<file path="src/rtl/led_event_scheduler.sv">
// led_event_scheduler
// Shares a single front-panel LED between several asynchronous event inputs.
// Every rising edge on an input is queued. A round-robin scheduler then shows
// each queued event as one stretched LED pulse followed by a dark gap.
// Events that arrive while their source is already queued are dropped and
// flagged in a sticky overrun register.
module led_event_scheduler #(
    parameter int CLK_FREQUENCY = 100000000,
    parameter int NUM_SOURCES   = 4,
    parameter int ON_MS         = 100,
    parameter int GAP_MS        = 50,
    localparam int IW           = $clog2(NUM_SOURCES)
) (
    input  logic                   clk,
    input  logic                   rst_a,
    input  logic [NUM_SOURCES-1:0] event_a,
    input  logic                   clearOverrun,
    output logic                   led,
    output logic [IW-1:0]          activeIndex,
    output logic                   active,
    output logic [NUM_SOURCES-1:0] pending,
    output logic [NUM_SOURCES-1:0] overrun
);

    // Pulse and gap lengths in clock ticks.
    localparam int ON_TICKS  = $rtoi(real'(CLK_FREQUENCY) / 1.0e3 * real'(ON_MS));
    localparam int GAP_TICKS = $rtoi(real'(CLK_FREQUENCY) / 1.0e3 * real'(GAP_MS));
    localparam int MAX_TICKS = (ON_TICKS > GAP_TICKS) ? ON_TICKS : GAP_TICKS;
    localparam int CW        = $clog2(MAX_TICKS + 1);

    localparam logic [CW-1:0] ON_LOAD  = CW'(ON_TICKS - 1);
    localparam logic [CW-1:0] GAP_LOAD = (GAP_TICKS > 0) ? CW'(GAP_TICKS - 1) : '0;

    localparam logic [1:0] S_IDLE = 2'd0;
    localparam logic [1:0] S_ON   = 2'd1;
    localparam logic [1:0] S_GAP  = 2'd2;

    // Registered rising-edge pulses, one per source.
    logic [NUM_SOURCES-1:0] rise;

    genvar gi;
    generate
        for (gi = 0; gi < NUM_SOURCES; gi++) begin : g_src
            (* ASYNC_REG = "TRUE" *) logic meta_q;
            (* ASYNC_REG = "TRUE" *) logic sync_q;
            logic sync_dly_q;
            logic rise_q;

            // Two-flop synchronizer, delayed copy and registered edge detect.
            // Registers reset low, so an input already high at reset release
            // produces one rising edge.
            always_ff @(posedge clk or posedge rst_a) begin
                if (rst_a) begin
                    meta_q     <= 1'b0;
                    sync_q     <= 1'b0;
                    sync_dly_q <= 1'b0;
                    rise_q     <= 1'b0;
                end else begin
                    meta_q     <= event_a[gi];
                    sync_q     <= meta_q;
                    sync_dly_q <= sync_q;
                    rise_q     <= sync_q & ~sync_dly_q;
                end
            end

            assign rise[gi] = rise_q;
        end
    endgenerate

    logic [1:0]             state_q, state_d;
    logic [CW-1:0]          count_q, count_d;
    logic                   led_q, led_d;
    logic                   active_q, active_d;
    logic [IW-1:0]          index_q, index_d;
    logic [IW-1:0]          last_grant_q, last_grant_d;
    logic [NUM_SOURCES-1:0] pending_q, pending_d;
    logic [NUM_SOURCES-1:0] overrun_q, overrun_d;

    logic                   grant_valid;
    logic [IW-1:0]          grant_idx;
    logic [NUM_SOURCES-1:0] grant_vec;

    // Round-robin search: first pending source after the last one granted,
    // wrapping from NUM_SOURCES-1 back to 0.
    always_comb begin
        int          pos;
        logic [IW-1:0] cand;
        grant_valid = 1'b0;
        grant_idx   = '0;
        pos         = 0;
        cand        = '0;
        for (int k = 1; k <= NUM_SOURCES; k++) begin
            pos  = (int'(last_grant_q) + k) % NUM_SOURCES;
            cand = IW'(pos);
            if (!grant_valid && pending_q[cand]) begin
                grant_valid = 1'b1;
                grant_idx   = cand;
            end
        end
    end

    // One-hot grant, only when the FSM actually takes the event.
    always_comb begin
        grant_vec = '0;
        if (state_q == S_IDLE && grant_valid) begin
            grant_vec[grant_idx] = 1'b1;
        end
    end

    // Queue and overrun bookkeeping. A new rise on the same cycle as the grant
    // re-queues the source instead of counting as an overrun; a new overrun
    // beats a simultaneous clear.
    always_comb begin
        pending_d = (pending_q & ~grant_vec) | rise;
        overrun_d = (overrun_q & ~{NUM_SOURCES{clearOverrun}})
                  | (rise & pending_q & ~grant_vec);
    end

    // Pulse sequencer: IDLE -> ON (led lit) -> GAP (dark, still active) -> IDLE.
    always_comb begin
        state_d      = state_q;
        count_d      = count_q;
        led_d        = led_q;
        active_d     = active_q;
        index_d      = index_q;
        last_grant_d = last_grant_q;
        case (state_q)
            S_IDLE: begin
                if (grant_valid) begin
                    led_d        = 1'b1;
                    active_d     = 1'b1;
                    index_d      = grant_idx;
                    last_grant_d = grant_idx;
                    count_d      = ON_LOAD;
                    state_d      = S_ON;
                end
            end
            S_ON: begin
                if (count_q == '0) begin
                    led_d = 1'b0;
                    if (GAP_TICKS > 0) begin
                        count_d = GAP_LOAD;
                        state_d = S_GAP;
                    end else begin
                        active_d = 1'b0;
                        index_d  = '0;
                        state_d  = S_IDLE;
                    end
                end else begin
                    count_d = count_q - CW'(1);
                end
            end
            S_GAP: begin
                if (count_q == '0) begin
                    active_d = 1'b0;
                    index_d  = '0;
                    state_d  = S_IDLE;
                end else begin
                    count_d = count_q - CW'(1);
                end
            end
            default: begin
                led_d    = 1'b0;
                active_d = 1'b0;
                index_d  = '0;
                count_d  = '0;
                state_d  = S_IDLE;
            end
        endcase
    end

    // State registers; reset mid-pulse darkens the LED immediately.
    always_ff @(posedge clk or posedge rst_a) begin
        if (rst_a) begin
            state_q      <= S_IDLE;
            count_q      <= '0;
            led_q        <= 1'b0;
            active_q     <= 1'b0;
            index_q      <= '0;
            last_grant_q <= IW'(NUM_SOURCES - 1);
            pending_q    <= '0;
            overrun_q    <= '0;
        end else begin
            state_q      <= state_d;
            count_q      <= count_d;
            led_q        <= led_d;
            active_q     <= active_d;
            index_q      <= index_d;
            last_grant_q <= last_grant_d;
            pending_q    <= pending_d;
            overrun_q    <= overrun_d;
        end
    end

    assign led         = led_q;
    assign active      = active_q;
    assign activeIndex = index_q;
    assign pending     = pending_q;
    assign overrun     = overrun_q;

endmodule
</file>
<file path="config.mk">
export PLATFORM = sky130hd
export DESIGN_NAME = led_event_scheduler
export DESIGN_NICKNAME = d
export VERILOG_FILES = /design/src/rtl/led_event_scheduler.sv
export SDC_FILE = /design/constraint.sdc
export NUM_CORES = 1
export LEC_CHECK = 0
export ABC_AREA = 1
export BUFFER_PORTS_ARGS = -buffer_cell sky130_fd_sc_hd__buf_2
export CELL_PAD_IN_SITES_DETAIL_PLACEMENT = 1
export CELL_PAD_IN_SITES_GLOBAL_PLACEMENT = 1
export CORE_ASPECT_RATIO = 1.5
export CORE_UTILIZATION = 45
export DETAILED_ROUTE_END_ITERATION = 10
export PLACE_DENSITY_LB_ADDON = 0.05
export SETUP_SLACK_MARGIN = 0.2
export SLEW_MARGIN = 20
export SYNTH_ARGS = -nofsm -noshare
export SYNTH_HDL_FRONTEND = slang
export SYNTH_SLANG_ARGS = --single-unit
export TNS_END_PERCENT = 5
</file>
<file path="constraint.sdc">
create_clock -name clk -period 2.5 [get_ports clk]
set_clock_uncertainty 0.1 [all_clocks]
set_input_delay 0.375 -clock clk [delete_from_list [all_inputs] [get_ports clk]]
set_output_delay 0.375 -clock clk [all_outputs]
set_load 0.05 [all_outputs]
</file>
Word-level counts from Yosys, hierarchy flattened
Index checks and enable logic that the tools add are counted.
{ "word_totals": {"romBits": 0, "latchBits": 0, "out_inout_bits": 12, "mem_bits_rw": 0, "regBits": 56, "mem_count": 0} }
{ "op_classes": {"eq_ne": 6, "shifts": 0, "div": 0, "n_reduce_logical": 15, "multipliers": 0, "n_lt_le_gt_ge": 6, "add_sub_neg": 5, "bitwise_logic": 18, "n_mux": 33} }
{ "op_table": {"columns": ["operator", "count"], "rows": [
  ["2-to-1 mux 24 bit", 3],
  ["one-hot mux 24 bit (3 select lines)", 1],
  ["logical NOT 24 bit", 1],
  ["subtractor 24 x 1 -> 24 bit (second input constant)", 1],
  ["bitwise AND 4 bit", 4],
  ["2-to-1 mux 2 bit", 8],
  ["< comparator 2 x 3 -> 1 bit (second input constant)", 5],
  ["one-hot mux 2 bit (3 select lines)", 2],
  ["2-to-1 mux 1 bit", 11],
  ["AND reduction 3 bit", 3],
  ["binary-select mux 1 bit (select 2 bit)", 4],
  ["!= test 2 bit (second input constant)", 4],
  ["inverter 4 bit", 2],
  ["OR 4 bit", 2],
  ["inverter 1 bit", 6],
  ["one-hot mux 1 bit (3 select lines)", 2],
  ["logical AND 1 bit", 5],
  ["adder 2 x 1 -> 2 bit (second input constant)", 2],
  ["adder 2 bit (second input constant)", 2],
  ["bitwise AND 1 bit", 4],
  ["2-to-1 mux 4 bit", 1],
  ["AND reduction 2 bit", 2],
  ["logical NOT 1 bit", 3],
  ["demux 1 bit (select 2 bit)", 1],
  ["4 further kinds", 4]
]} }

Depth between registers and ports, before layout
{ "depth": {"word_depth": 21, "ltp_mapped": 15, "depth_no_buf": 14} }

Worst setup path after synthesis
No wires, ideal clock.
{ "synth_timing": {"path_type": "reg2reg", "startpoint": "reg pending_q[1] (netlist: pending[1])", "endpoint": "reg pending_q[1] (netlist: pending[1])", "t_required_ns": 2.280, "setup_ns": 0.120, "stages_incl_launch_ff": 12, "arrival_ns": 1.627, "synth_period_minus_slack_ns": 1.847, "path_buffers": 0, "setup_slack_ns": 0.653, "cell_sequence": "dfrtp_1 -> inv_1 -> nand2_1 -> nand3_1 -> nand2_2 -> nor2_8 -> nand3_1 -> nand2_1 -> nor2_1 -> nand2_1 -> nand2_1 -> nand2_1"} }
{ "synth_via": {"elab_chain_len": 20} }
{ "synth_rtl": {"columns": ["element", "line", "rtl"], "rows": [
  ["start: declaration", "76", "logic [NUM_SOURCES-1:0] pending_q, pending_d;"],
  ["start signal: assignment", "190", "pending_q <= pending_d;"],
  ["binary-select mux 1 bit (select 2 bit)", "95", "if (!grant_valid && pending_q[cand]) begin"],
  ["2-to-1 mux 1 bit (not written as such)", "95", null],
  ["2-to-1 mux 1 bit", "95", null],
  ["logical NOT 1 bit", "95", null],
  ["logical AND 1 bit", "95", null],
  ["2-to-1 mux 1 bit", "95", null],
  ["logical NOT 1 bit", "95", null],
  ["logical AND 1 bit", "95", null],
  ["[... 5 more ...]", null, null],
  ["logical AND 1 bit (not written as such)", "106", "grant_vec[grant_idx] = 1'b1;"],
  ["2-to-1 mux 1 bit (not written as such)", "106", null],
  ["demux 1 bit (select 2 bit)", "106", null],
  ["2-to-1 mux 4 bit", "105", "if (state_q == S_IDLE && grant_valid) begin"],
  ["inverter 4 bit", "114", "pending_d = (pending_q & ~grant_vec) | rise;"],
  ["bitwise AND 4 bit (*)", "114", null],
  ["OR 4 bit (*)", "114", null],
  ["named net pending_d[1]", "76", null]
]} }
Mark *: on every way through the listed nets, which the timed path passes. The rest lies on a longest branch. The select of a mux whose other input is x is not followed.
A chain may end at the register's enable or synchronous reset.

Worst setup path in the final report
{ "layout_timing": {"startpoint": "reg last_grant_q[0]", "endpoint": "reg pending_q[3] (netlist: pending[3])"} }
{ "layout_via": {"elab_chain_len": 21} }
{ "layout_rtl": {"columns": ["element", "line", "rtl"], "rows": [
  ["start: declaration", "75", "logic [IW-1:0] last_grant_q, last_grant_d;"],
  ["start signal: assignment", "180", "last_grant_q <= IW'(NUM_SOURCES - 1);"],
  ["start signal: assignment", "189", "last_grant_q <= last_grant_d;"],
  ["adder 2 x 1 -> 2 bit", "93", "pos = (int'(last_grant_q) + k) % NUM_SOURCES;"],
  ["binary-select mux 1 bit (select 2 bit)", "95", null],
  ["2-to-1 mux 1 bit (not written as such)", "95", null],
  ["2-to-1 mux 1 bit", "95", null],
  ["logical NOT 1 bit", "95", null],
  ["logical AND 1 bit", "95", null],
  ["2-to-1 mux 1 bit", "95", null],
  ["logical NOT 1 bit", "95", null],
  ["[... 6 more ...]", null, null],
  ["logical AND 1 bit (not written as such)", "106", null],
  ["2-to-1 mux 1 bit (not written as such)", "106", null],
  ["demux 1 bit (select 2 bit)", "106", null],
  ["2-to-1 mux 4 bit (*)", "105", null],
  ["inverter 4 bit (*)", "114", null],
  ["bitwise AND 4 bit (*)", "114", null],
  ["OR 4 bit (*)", "114", null],
  ["named net pending_d[3]", "76", null]
]} }
Marks and branches as above.

==> flow_summary.yaml <==
worst_setup_path:
  crit_start: "last_grant_q[0]"
  cp-start-kind: "flop"
  r2r_start: "last_grant_q[0]"
  crit_slowest_cell: "dfstp_2"
  critPathArrivalTime_ns: 2.35
  path_cells: "dlymetal6s2s_1, nand2_1, nand3_1, nand2_1, o21ai_0, nand2_1, a21oi_1, nand2_1, nand2_1, nand2_1"
  cp_slowest_stage_delay_ns: 0.63
  reg2reg_depth: 10
  path_max_fanout: 6
  cp-end-kind: "flop"
  cp_common_cell: "nand2_1"
  cp.required_ns: 2.64
  critical_path_class: "reg2reg"
drt:
  met3_wirelength_um: 215
  wl_met1_um: 3270
  wl_met2_um: 4940
  vias: 2820
  ant_nets: 0
  drc: 0
  wl_per_cell_um: 15.9
  wirelength_um: 8600
  routed.top_layer: "met4"
  via_per_inst: 5.22
  firstDrtPassIters: 4
  drt_iter0_drc: 91
timing:
  report.final.slew_viol_count: 0
  setup_viol: 0
  fin_crit_ns: 2.22
  tightest_slew_ns: 0.604
  grt_setup_unrepaired: "yes"
  fin_tns_setup_ns: 0
  hold_ws_ns: -0.00449
  period_share: 0.886
  hold_viol: 9
  fmax_ghz: 0.451
  slew_headroom: 0.597
floorplan:
  die_width_um: 70.9
  die_h_um: 105
  die_area_mm2: 0.00746
  ios: 19
  initial_core_util: 0.467
  core_mm2: 0.00685
  num_rows: 37
global_route:
  grt_pass1_vias: 2994
  track_usage: 0.247
  grt_overflow: 0
  grt_max_degree: 31
  grt_pass1_wl_um: 14100
  antenna_found_initial: 0
yosys:
  synthCells: 431
  syn_area_mm2: 0.00320
  yosysWarnings: 0
  ys_ff_latch: 56
  synth_cell_types: 31
  avgSynthCellArea_um2: 7.43
  ys_seq_area_frac: 0.438
  syn_nets: 440
flow_run:
  maxCapViolations: 0
place:
  gp_congestion: 0.877
  postPlaceCellArea_mm2: 0.00336
  dpl.cell_count: 526
  numPortBuffers: 18
  dpl.hpwl_um: 6660
finish:
  antenna_cells: 0
  design_area_mm2: 0.00351
  nets: 470
  fillerInstances: 908
  fin_cells: 540
  multi_input_area_mm2: 0.00157
  fin_util: 0.513
  drive_above_1_share: 0.152
  area_growth_pct: 9.73
  regArea_mm2: 0.00140
cts:
  htreeDepth: 2
  numCtsBuffers: 5
  ctsRootBufferMaster: "clkbuf_8"
  ctsHoldBuffers: 0
  cts_tree: "done"
  clk_pin_slew_worst_paths_ns: 0.11
  clk_path_buf_depth: 2
  clk_latency_ns: 0.33
  cts.sinks: 56
min_path:
  holdCritPathClass: "in2async"
run_status:
  violations: "hold timing"
  status: "complete, but fails checks"
pwr:
  p_per_area_mw_per_mm2: 916
  power.leakage_nw: 1.89
  ir_drop_v: 0.000316
  fin_total_pwr_mw: 3.22
## flip-flops by register name (all words and copies together) (netlist names)
signal,flops
overrun,4
active,1
g_src.sync_dly_q,4
g_src.sync_q,4
pending,4
state_q,2
last_grant_q,2
led,1
count_q,24
activeIndex,2
g_src.meta_q,4
g_src.rise_q,4
## report_power, final
part	switching, mW	internal, mW
combinational	0.979	0.431
clock	0.330	0.206
sequential	0.194	1.08
## final cells by class
class                   instances  share of cell area
clock buffers                   5              0.0196
multi-input cells             321               0.446
inverters                      51              0.0556
well taps                      78              0.0278
repair buffers                 25              0.0420
flip-flops and latches         56               0.400
clock inverters                 3             0.00783
repair inverters                1             0.00142
## cells in the mapped netlist
library cell | count | share of area
dfstp_2 | 2 | 0.016
nand4_4 | 2 | 0.013
a21oi_4 | 1 | 0.0051
o21ai_1 | 4 | 0.0063
inv_2 | 4 | 0.0047
ha_1 | 2 | 0.0078
buf_12 | 1 | 0.0063
dfrtp_1 | 54 | 0.42
nor3_1 | 2 | 0.0031
o2111ai_1 | 4 | 0.011
nor2_4 | 2 | 0.0070
xor2_1 | 11 | 0.030
nand2_8 | 1 | 0.0063
o21ai_0 | 15 | 0.023
nand4_1 | 3 | 0.0059
xnor2_1 | 2 | 0.0055
nor2_1 | 50 | 0.059
nand2_1 | 170 | 0.20
o22ai_1 | 1 | 0.0020
inv_1 | 47 | 0.055
buf_6 | 2 | 0.0070
a21oi_1 | 4 | 0.0063
or2_2 | 1 | 0.0020
nand3_2 | 2 | 0.0063
nor2_2 | 4 | 0.0078
o21ai_2 | 1 | 0.0027
buf_4 | 1 | 0.0023
nand2_4 | 2 | 0.0070
nand2_2 | 10 | 0.020
nand3_1 | 24 | 0.038
nor2_8 | 2 | 0.013
## layer usage
metal | up-vias | track usage
li1 | 1390 | -
met1 | 1376 | 0.247
met2 | 40 | 0.490
met3 | 14 | 0.0382
met4 | 0 | 0.0986
met5 | - | 0
## kinds of logic after synthesis
group           share of synthesized area
simple gates                        0.386
fa+ha+maj                         0.00781
xor+xnor                           0.0356
compound gates                     0.0567
flops                               0.438
buf+inv                            0.0754
## cell usage in the layout, fill, tap and decap left out, drive strengths merged, types with 2 or more instances in the layout
cell	count
nor2	58
dfstp	2
xnor2	2
clkbuf	5
o21ai	20
clkinvlp	3
buf	24
nand2	184
ha	2
nor3	2
a21oi	5
nand3	26
o2111ai	4
nand4	5
dfrtp	54
xor2	11
inv	51
## per-stage QoR
| step | hold WS, ns | setup slack (ns) |
|---|---|---|
| after detailed placement | 0.239 | 0.311 |
| after CTS | 0.0133 | 0.283 |
| after floorplan | 0.231 | 0.653 |
| after global placement | 0.233 | 0.370 |
| final | -0.00449 | 0.284 |
| after global routing | 0.0332 | 0.131 |
## path summary, 6_finish.rpt
path | slack, ns | to
max in group asynchronous | 1.62 | last_grant_q[1]
min reg2reg | 0.26 | g_src[1].sync_q
max | 0.28 | pending[3]
min in group clk | 0.04 | g_src[0].meta_q
max reg2reg | 0.28 | pending[3]
min | -0.004 | g_src[0].sync_q
## worst max-delay path: cells and delay by family (launching register included)
family / cells / cell delay, ns
compound gates: 2 / 0.49
buf+inv: 1 / 0.21
flops: 1 / 0.63
simple gates: 7 / 0.68
## repair_timing
item | 4_1_cts | 5_1_grt
gates resized for setup | 0 | 1
buffers inserted | 0 | 4
endpoints found under the setup margin | 0 | 26
(Power assumes the default switching activity.)
